## config.mk

```make
export PLATFORM = sky130hd
export DESIGN_NAME = fpcvt
export DESIGN_NICKNAME = d
export VERILOG_FILES = /design/src/rtl/fpcvt_pkg.sv /design/src/rtl/fpcvt_lzc.sv /design/src/rtl/fpcvt.sv
export SDC_FILE = /design/constraint.sdc
export NUM_CORES = 1
export LEC_CHECK = 0
export CAP_MARGIN = 20
export CORE_ASPECT_RATIO = 1.1
export CORE_MARGIN = 2
export CORE_UTILIZATION = 55
export CTS_BUF_LIST = sky130_fd_sc_hd__clkbuf_4
export DETAILED_ROUTE_END_ITERATION = 7
export PLACE_DENSITY_LB_ADDON = 0.15
export SYNTH_ARGS = -nofsm -noshare
export SYNTH_HDL_FRONTEND = slang
export SYNTH_SLANG_ARGS = --single-unit
```

## constraint.sdc

```tcl
create_clock -name clk -period 2.3 [get_ports clk]
set_input_delay 0.69 -clock clk [delete_from_list [all_inputs] [get_ports clk]]
set_output_delay 0.69 -clock clk [all_outputs]
set_load 0.005 [all_outputs]
```

## src/rtl/fpcvt_pkg.sv

```systemverilog
// rtl/fpcvt_pkg.sv - shared widths, limits and result type for the fpcvt integer-to-float converter
package fpcvt_pkg;

    localparam int D_W = 13;
    localparam int E_W = 3;
    localparam int F_W = 5;
    localparam int M_W = 12;

    localparam logic [E_W-1:0] E_MAX = 3'd7;
    localparam logic [F_W-1:0] F_MAX = 5'd31;

    typedef struct packed {
        logic           s;
        logic [E_W-1:0] e;
        logic [F_W-1:0] f;
    } fpcvt_res_t;

endpackage

```

## src/rtl/fpcvt_lzc.sv

```systemverilog
// rtl/fpcvt_lzc.sv - combinational 12-bit leading-zero counter for fpcvt
module fpcvt_lzc
    import fpcvt_pkg::*;
(
    input  logic [M_W-1:0] m,
    output logic [3:0]     lz
);

    // Scan from LSB upward so the highest set bit is the last one to win.
    always_comb begin
        lz = 4'd12;
        for (int i = 0; i < M_W; i++) begin
            if (m[i]) begin
                lz = 4'(M_W - 1 - i);
            end
        end
    end

endmodule

```

## src/rtl/fpcvt.sv

```systemverilog
// rtl/fpcvt.sv - registered 13-bit integer to {S,E[2:0],F[4:0]} float converter; FPCVT_SAT_FLAG_EN adds a sat output
module fpcvt
    import fpcvt_pkg::*;
(
    input  logic           clk,
    input  logic           rst_n,
    input  logic [D_W-1:0] D,
    input  logic           in_valid,
    output logic           S,
    output logic [E_W-1:0] E,
    output logic [F_W-1:0] F,
`ifdef FPCVT_SAT_FLAG_EN
    output logic           sat,
`endif
    output logic           out_valid
);

    logic [D_W-1:0] neg_d;
    logic           d_min;
    logic [M_W-1:0] mag;
    logic [3:0]     lz;
    logic [6:0]     top7;
    logic [F_W:0]   f_sum;
    logic           sat_now;
    fpcvt_res_t     conv;

    fpcvt_res_t     res_d, res_q;
    logic           out_valid_d, out_valid_q;
    logic           sat_d, sat_q;

    fpcvt_lzc u_lzc (
        .m  (mag),
        .lz (lz)
    );

    always_comb begin
        neg_d   = D_W'(~D + 1'b1);
        d_min   = (D == 13'h1000);
        mag     = '0;
        top7    = '0;
        f_sum   = '0;
        sat_now = 1'b0;
        conv    = '0;

        conv.s = D[D_W-1];
        if (d_min) begin
            mag = '1;
        end else if (D[D_W-1]) begin
            mag = neg_d[M_W-1:0];
        end else begin
            mag = D[M_W-1:0];
        end

        if (lz >= 4'd7) begin
            conv.e = '0;
            conv.f = mag[F_W-1:0];
        end else begin
            // Left-justify the magnitude: top5 is the significand, the next bit rounds.
            top7   = 7'((mag << lz) >> 5);
            conv.e = 3'(4'd7 - lz);
            f_sum  = {1'b0, top7[6:2]} + {5'd0, top7[1]};
            if (f_sum[F_W]) begin
                if (conv.e == E_MAX) begin
                    conv.f  = F_MAX;
                    sat_now = 1'b1;
                end else begin
                    conv.e = conv.e + 3'd1;
                    conv.f = 5'd16;
                end
            end else begin
                conv.f = f_sum[F_W-1:0];
            end
        end
        sat_now = sat_now | d_min;
    end

    always_comb begin
        res_d       = res_q;
        sat_d       = sat_q;
        out_valid_d = in_valid;
        if (in_valid) begin
            res_d = conv;
            sat_d = sat_now;
        end
    end

    always_ff @(posedge clk or negedge rst_n) begin
        if (!rst_n) begin
            res_q       <= '0;
            sat_q       <= 1'b0;
            out_valid_q <= 1'b0;
        end else begin
            res_q       <= res_d;
            sat_q       <= sat_d;
            out_valid_q <= out_valid_d;
        end
    end

    assign S         = res_q.s;
    assign E         = res_q.e;
    assign F         = res_q.f;
    assign out_valid = out_valid_q;
`ifdef FPCVT_SAT_FLAG_EN
    assign sat       = sat_q;
`else
    logic unused_sat;
    assign unused_sat = sat_q;
`endif

endmodule

```

==> results.json, run 1 <==
{
  "root_buffer": "clkbuf_4",
  "syn-num-nets": 248,
  "postSynth.asyncResetShare": 1.00,
  "synth_area_um2": 1700,
  "std_cell_rows": 21,
  "clockBufferDepth": 2,
  "cts_setup_buffers": 25,
  "avgSynthCellArea_um2": 7.50,
  "yosys_warnings": 0,
  "dpl-instance-area_um2": 2690,
  "gpl.final_weighted_congestion": 1.01,
  "ys_ff_latch": 10,
  "die_x_um": 57.0,
  "place_ws_ps": -2610,
  "ys_types": 69,
  "h-tree-depth": 1,
  "placed_cells": 369,
  "dpl.hpwl_mm": 6.10,
  "cts_buffers": 3,
  "die-height_um": 62.3,
  "start_util": 0.568,
  "status": "stopped before the end",
  "netlist_instances": 227,
  "ctsHoldBuffers": 0,
  "numPortBuffers": 25,
  "post_cts_resized": 100,
  "lastStage": "4_1_cts",
  "ys.flop_type": "dfrtp_1",
  "ioPinCount": 26,
  "tool.error": "[ERROR DPL-0038] Utilization greater than 100%, impossible to legalize",
  "clock_sinks": 10,
  "ys_seq_area_frac": 0.147,
  "synth_edf_count": 0
}
-- through the flow --
step	util	hold slack, ps
3_5_place_dp	0.897	486
2_1_floorplan	-	394
3_3_place_gp	0.897	470
-- cell families after synthesis --
logic type	count (synthesis)	synth area share
adder cells (fa/ha/maj)	5	0.0368
multiplexers	3	0.0184
buffers and inverters	20	0.0507
XOR/XNOR	5	0.0257
AO/OA/AOI/OAI	89	0.411
flip-flops	10	0.147
AND/OR/NAND/NOR	95	0.310
-- synth_stat cells, types with 2 or more instances --
cell type	count	area [µm²]
inv_1	6	22.5
a41oi_1	2	17.5
o211ai_1	12	90.1
o22ai_1	5	31.3
buf_2	6	30.0
nor4_1	3	18.8
a31o_2	4	35.0
or3_1	5	31.3
or4_1	2	15.0
and2_1	7	43.8
o21ai_0	8	40.0
o21bai_1	2	15.0
a211oi_1	2	15.0
a21oi_1	17	85.1
a221oi_1	2	17.5
o22a_1	2	17.5
o221a_2	2	22.5
nand3_1	7	35.0
nor3b_1	4	30.0
a31oi_1	2	12.5
dfrtp_1	10	250
or2_2	3	18.8
xnor2_1	3	26.3
and3_1	2	12.5
clkbuf_1	4	15.0
o31ai_1	4	30.0
nor3_2	2	20.0
mux2i_1	2	20.0
inv_2	2	7.51
nand2b_1	3	18.8
nor2_1	22	82.6
xor2_1	2	17.5
nand2_1	19	71.3
nor3_1	7	35.0
o21a_1	2	15.0
o2bb2ai_1	2	17.5
ha_1	5	62.6
o221ai_1	2	17.5
==> run 2: changes to the inputs <==
--- a/config.mk
+++ b/config.mk
@@ -6,10 +6,8 @@
 export NUM_CORES = 1
 export LEC_CHECK = 0
 export CAP_MARGIN = 20
-export CORE_ASPECT_RATIO = 1.1
 export CORE_MARGIN = 2
-export CORE_UTILIZATION = 55
-export CTS_BUF_LIST = sky130_fd_sc_hd__clkbuf_4
+export CORE_UTILIZATION = 40
 export DETAILED_ROUTE_END_ITERATION = 7
 export PLACE_DENSITY_LB_ADDON = 0.15
 export SYNTH_ARGS = -nofsm -noshare
==> results.json, run 2 <==
{
  "status": "finished, violations left",
  "violations": "negative setup slack",
  "synthToLayoutAreaGrowth_pct": 84.4,
  "critical_path_class": "input pin to register",
  "ctsHoldBuffers": 0,
  "power_mw": 1.25,
  "register_area_um2": 250,
  "power.density_nw_per_um2": 400,
  "path_cells": "buf_8, inv_4, ha_4, or4b_4, buf_6, o211ai_1, o211ai_1, buf_4, a31oi_4, nor2_4, inv_2, nand2_1, a21oi_2, a21oi_1, o22ai_1, ha_2, o211ai_1, and4bb_4, mux2i_1, o2bb2ai_1",
  "wl_met3_um": 358,
  "slew_headroom": 0.633,
  "grt_use_total": 0.265,
  "period_share": 1.76,
  "gpl.final_weighted_congestion": 0.887,
  "root_buffer": "clkbuf_8",
  "synthTopCellsByArea": "dfrtp_1 15%, o211ai_1 5.3%, a21oi_1 5.0%",
  "synth_edf_count": 0,
  "skew_ps": 0,
  "drc": 0,
  "netlist.top_cell.by_area": "dfrtp_1",
  "std_cell_rows": 23,
  "final_cells": 405,
  "grt_setup_unrepaired": "yes",
  "m1WireLength_mm": 3.02,
  "maxSlewViolCount": 0,
  "die_x_um": 69.2,
  "max_freq_ghz": 0.247,
  "core_area_um2": 4060,
  "whs_ps": 484,
  "worst-path-max-fanout": 7,
  "placed_cells": 386,
  "synth_top_cell_area_share": 0.147,
  "setup_slack_ps": -1750,
  "arrival_ps": 4170,
  "highest_layer": "met4",
  "grt_pass1_vias": 2253,
  "antenna_found_initial": 0,
  "largest_reg_flops": 5,
  "dr_total_vias": 2376,
  "cap_violations": 0,
  "numPortBuffers": 25,
  "yosysMostFrequentCell": "nor2_1",
  "netlist_instances": 227,
  "clock_sinks": 10,
  "wirelength_mm": 6.65,
  "die-height_um": 69.2,
  "dpl-instance-area_um2": 2720,
  "slowest_stage": "or4b_4",
  "place_ws_ps": -2240,
  "layout-drive-gt1-share": 0.504,
  "post-route-util": 0.773,
  "final_cell_mix": "103 x buf_4, 21 x nor2_1, 19 x nand2_1",
  "ioPinCount": 26,
  "postSynth.asyncResetShare": 1.00,
  "grt.overflow.total": 0,
  "ant_nets": 0,
  "yosys_warnings": 0,
  "cp.required_ps": 2410,
  "start_util": 0.419,
  "critPathLaunchType": "input pin",
  "cp_common_cell": "o211ai_1",
  "die_area_um2": 4790,
  "wl_met2_mm": 3.16,
  "irDropWorstVdd_uv": 383,
  "cts_tree": "built",
  "hp-class": "register to register",
  "finalHoldViolCount": 0,
  "cts_buffers": 3,
  "finalSetupViolations": 8,
  "syn-num-nets": 248,
  "ys.flop_type": "dfrtp_1",
  "critPathMaxStageDelay_ps": 550,
  "grt_pass1_wl_mm": 10.6,
  "nNetsFinal": 377,
  "ys_ff_latch": 10,
  "mostFrequentLayoutCell": "buf_4",
  "n_antenna_cell": 0,
  "ys_seq_area_frac": 0.147,
  "critical-path-top-delay-family": "compound AO/OA/AOI/OAI gates",
  "clockBufferDepth": 2,
  "worstMarginPinSlew_ps": 549,
  "h-tree-depth": 1,
  "netlist_top_cells_count": "22 x nor2_1, 19 x nand2_1, 17 x a21oi_1, 12 x o211ai_1, 10 x dfrtp_1",
  "min_period_ps": 4050,
  "dr.pass1.iters": 5,
  "ys_types": 69,
  "grt_max_degree": 14,
  "endpoint_kind": "register",
  "stdcell_area_um2": 3140,
  "vias_per_cell": 5.87,
  "setup_tns_ps": -13650,
  "clk_latency_ps": 230,
  "dpl.hpwl_mm": 4.69,
  "avgSynthCellArea_um2": 7.50,
  "crit_buf_inv": 5,
  "p_leak_nw": 1.31,
  "fillers": 275,
  "synth_area_um2": 1700,
  "multi_input_area_um2": 1630,
  "drtIter0Drc": 214,
  "wl_per_cell_um": 16.4,
  "clk_pin_slew_ps": 50
}
## run 2: cell counts after synthesis
Identical to the previous run, type by type.
## run 2: kinds of logic after synthesis
kind of cell / Yosys count / share of synthesized area
and+or+nand+nor: 95 / 0.310
AOI/OAI and AO/OA: 89 / 0.411
buffers and inverters: 20 / 0.0507
DFF: 10 / 0.147
xor gates and xnor gates: 5 / 0.0257
adders and majority gates: 5 / 0.0368
muxes: 3 / 0.0184
## run 2: final cells by class
type / instances / area share
inverter: 8 / 0.0104
timing repair buffer: 136 / 0.353
clock buffer: 4 / 0.0175
multi-input combinational: 197 / 0.520
tap: 50 / 0.0199
sequential: 10 / 0.0797
## run 2: power by group
part / internal [mW] / leakage (nW) / switching [mW]
registers: 0.206 / 0.114 / 0.0163
clock network: 0.151 / 0.0288 / 0.0711
logic: 0.436 / 1.17 / 0.374
## run 2: worst paths after layout
path | cells after the start | to | from | slack [ps]
max | 20 | E[1] | D[0] | -1750
min | 1 | E[2] | E[2] | 480
max reg2reg | 2 | F[3] | F[3] | 1470
min reg2reg | 1 | E[2] | E[2] | 480
max in group asynchronous | 1 | E[0] | rst_n | 1230
min in group asynchronous | 1 | F[0] | rst_n | 770
## run 2: what timing repair did
item | in CTS | in global routing
setup endpoints to repair | 8 | 8
buffers inserted | 9 | 7
pin swaps | 26 | 13
resized for setup | 69 | 14
gates cloned | 0 | 0
## run 2: routing by layer
metal / vias to the layer above / GRT usage
met5: - / 0
met4: 0 / 0.0545
met3: 14 / 0.0145
met2: 80 / 0.473
met1: 1130 / 0.352
li1: 1152 / -
(Power assumes the default switching activity.)
==> run 3: changes to the inputs <==
--- a/config.mk
+++ b/config.mk
@@ -6,6 +6,8 @@
 export NUM_CORES = 1
 export LEC_CHECK = 0
 export CAP_MARGIN = 20
+export CELL_PAD_IN_SITES_DETAIL_PLACEMENT = 0
+export CELL_PAD_IN_SITES_GLOBAL_PLACEMENT = 1
 export CORE_MARGIN = 2
 export CORE_UTILIZATION = 40
 export DETAILED_ROUTE_END_ITERATION = 7
==> results.json, run 3 (synthesis gave the netlist of run 2 again) <==
{
  "critical_path_class": "input pin to register",
  "vias_per_cell": 6.14,
  "violations": "negative setup slack",
  "cp.required_ps": 2410,
  "drtIter0Drc": 189,
  "clockBufferDepth": 2,
  "ctsHoldBuffers": 0,
  "cts_tree": "built",
  "min_period_ps": 3990,
  "register_area_um2": 250,
  "die_x_um": 69.2,
  "power_mw": 1.27,
  "grt_max_degree": 12,
  "multi_input_area_um2": 1720,
  "critPathLaunchType": "input pin",
  "hp-class": "register to register",
  "wl_per_cell_um": 18.9,
  "setup_tns_ps": -13330,
  "dr_total_vias": 2529,
  "maxSlewViolCount": 0,
  "largest_reg_flops": 5,
  "n_antenna_cell": 0,
  "grt_setup_unrepaired": "yes",
  "clk_latency_ps": 230,
  "clock_sinks": 10,
  "wirelength_mm": 7.80,
  "skew_ps": 0,
  "drc": 0,
  "layout-drive-gt1-share": 0.566,
  "dr.pass1.iters": 6,
  "ioPinCount": 26,
  "worstMarginPinSlew_ps": 542,
  "power.density_nw_per_um2": 390,
  "final_cell_mix": "104 x buf_4, 21 x nor2_1, 16 x nand2_1, 14 x buf_6",
  "nNetsFinal": 385,
  "p_leak_nw": 1.37,
  "fillers": 261,
  "start_util": 0.419,
  "grt.overflow.total": 0,
  "place_ws_ps": -2270,
  "die_area_um2": 4790,
  "cap_violations": 0,
  "clk_pin_slew_ps": 40,
  "max_freq_ghz": 0.250,
  "endpoint_kind": "register",
  "irDropWorstVdd_uv": 546,
  "h-tree-depth": 1,
  "antenna_found_initial": 0,
  "cp_common_cell": "buf_4",
  "std_cell_rows": 23,
  "grt_pass1_vias": 2389,
  "slowest_stage": "or4_4",
  "status": "finished, violations left",
  "ant_nets": 0,
  "synthToLayoutAreaGrowth_pct": 91.8,
  "slew_headroom": 0.637,
  "core_area_um2": 4060,
  "critPathMaxStageDelay_ps": 600,
  "setup_slack_ps": -1690,
  "worst-path-max-fanout": 5,
  "crit_buf_inv": 4,
  "die-height_um": 69.2,
  "root_buffer": "clkbuf_8",
  "mostFrequentLayoutCell": "buf_4",
  "critical-path-top-delay-family": "simple AND/OR/NAND/NOR gates",
  "post-route-util": 0.804,
  "dpl.hpwl_mm": 4.83,
  "cts_buffers": 3,
  "path_cells": "clkbuf_2, or4_4, buf_4, nor2_1, o221a_2, buf_4, o311ai_4, a21oi_2, inv_2, nor4_4, a31oi_4, o32ai_2, ha_2, o211ai_1, and4bb_4, mux2i_1, o2bb2ai_1",
  "grt_use_total": 0.288,
  "finalHoldViolCount": 0,
  "finalSetupViolations": 8,
  "arrival_ps": 4100,
  "gpl.final_weighted_congestion": 0.904,
  "numPortBuffers": 25,
  "grt_pass1_wl_mm": 11.5,
  "period_share": 1.74
}
-- run 3: path summary, 6_finish.rpt --
kind,startpoint,end,slack (ps),cells after the start
min in group asynchronous,rst_n,E[0],770,1
setup reg to reg,F[3],F[3],1410,2
setup / recovery,D[8],E[1],-1690,17
hold reg to reg,F[4],F[4],500,2
max in group asynchronous,rst_n,S,1210,1
hold / removal,F[4],F[4],500,2
-- run 3: worst min-delay path: cells and delay by family, from the launching register on --
kind,cells,cell delay [ps]
flops,1,340
compound gates,1,60
simple gates,1,50
-- run 3: what timing repair did --
action | 4_1_cts | 5_1_grt
endpoints found under the hold margin | 0 | 0
setup endpoints to repair | 8 | 8
buffers inserted | 15 | 15
gates resized for setup | 79 | 41
cloned | 1 | 0
pin swaps | 28 | 41
-- run 3: report_power, final --
group / leakage, nW / total (mW) / switching, mW / internal [mW]
logic: 1.24 / 0.870 / 0.409 / 0.461
registers: 0.114 / 0.225 / 0.0186 / 0.206
clock network: 0.0216 / 0.179 / 0.0645 / 0.114
-- run 3: layout make-up --
cell class,count,area share
Timing Repair Buffer,143,0.355
Tap cell,50,0.0192
Multi-Input combinational cell,198,0.526
Sequential cell,10,0.0767
Inverter,8,0.0107
Clock buffer,3,0.0127
-- run 3: stage by stage --
step	hold slack, ps	std cells	instance area, µm²
after global routing	518	412	3260
after floorplan	394	227	1760
after detailed placement	480	379	2680
after global placement	472	379	2680
final	496	412	3260
after CTS	490	398	3060
-- run 3: layer usage --
| metal | global-route usage | wire (µm) | vias to the layer above |
|---|---|---|---|
| met2 | 0.507 | 3910 | 125 |
| met1 | 0.375 | 3180 | 1190 |
| met3 | 0.0451 | 480 | 35 |
| li1 | - | - | 1179 |
| met5 | 0 | 0 | - |
| met4 | 0.0501 | 236 | 0 |
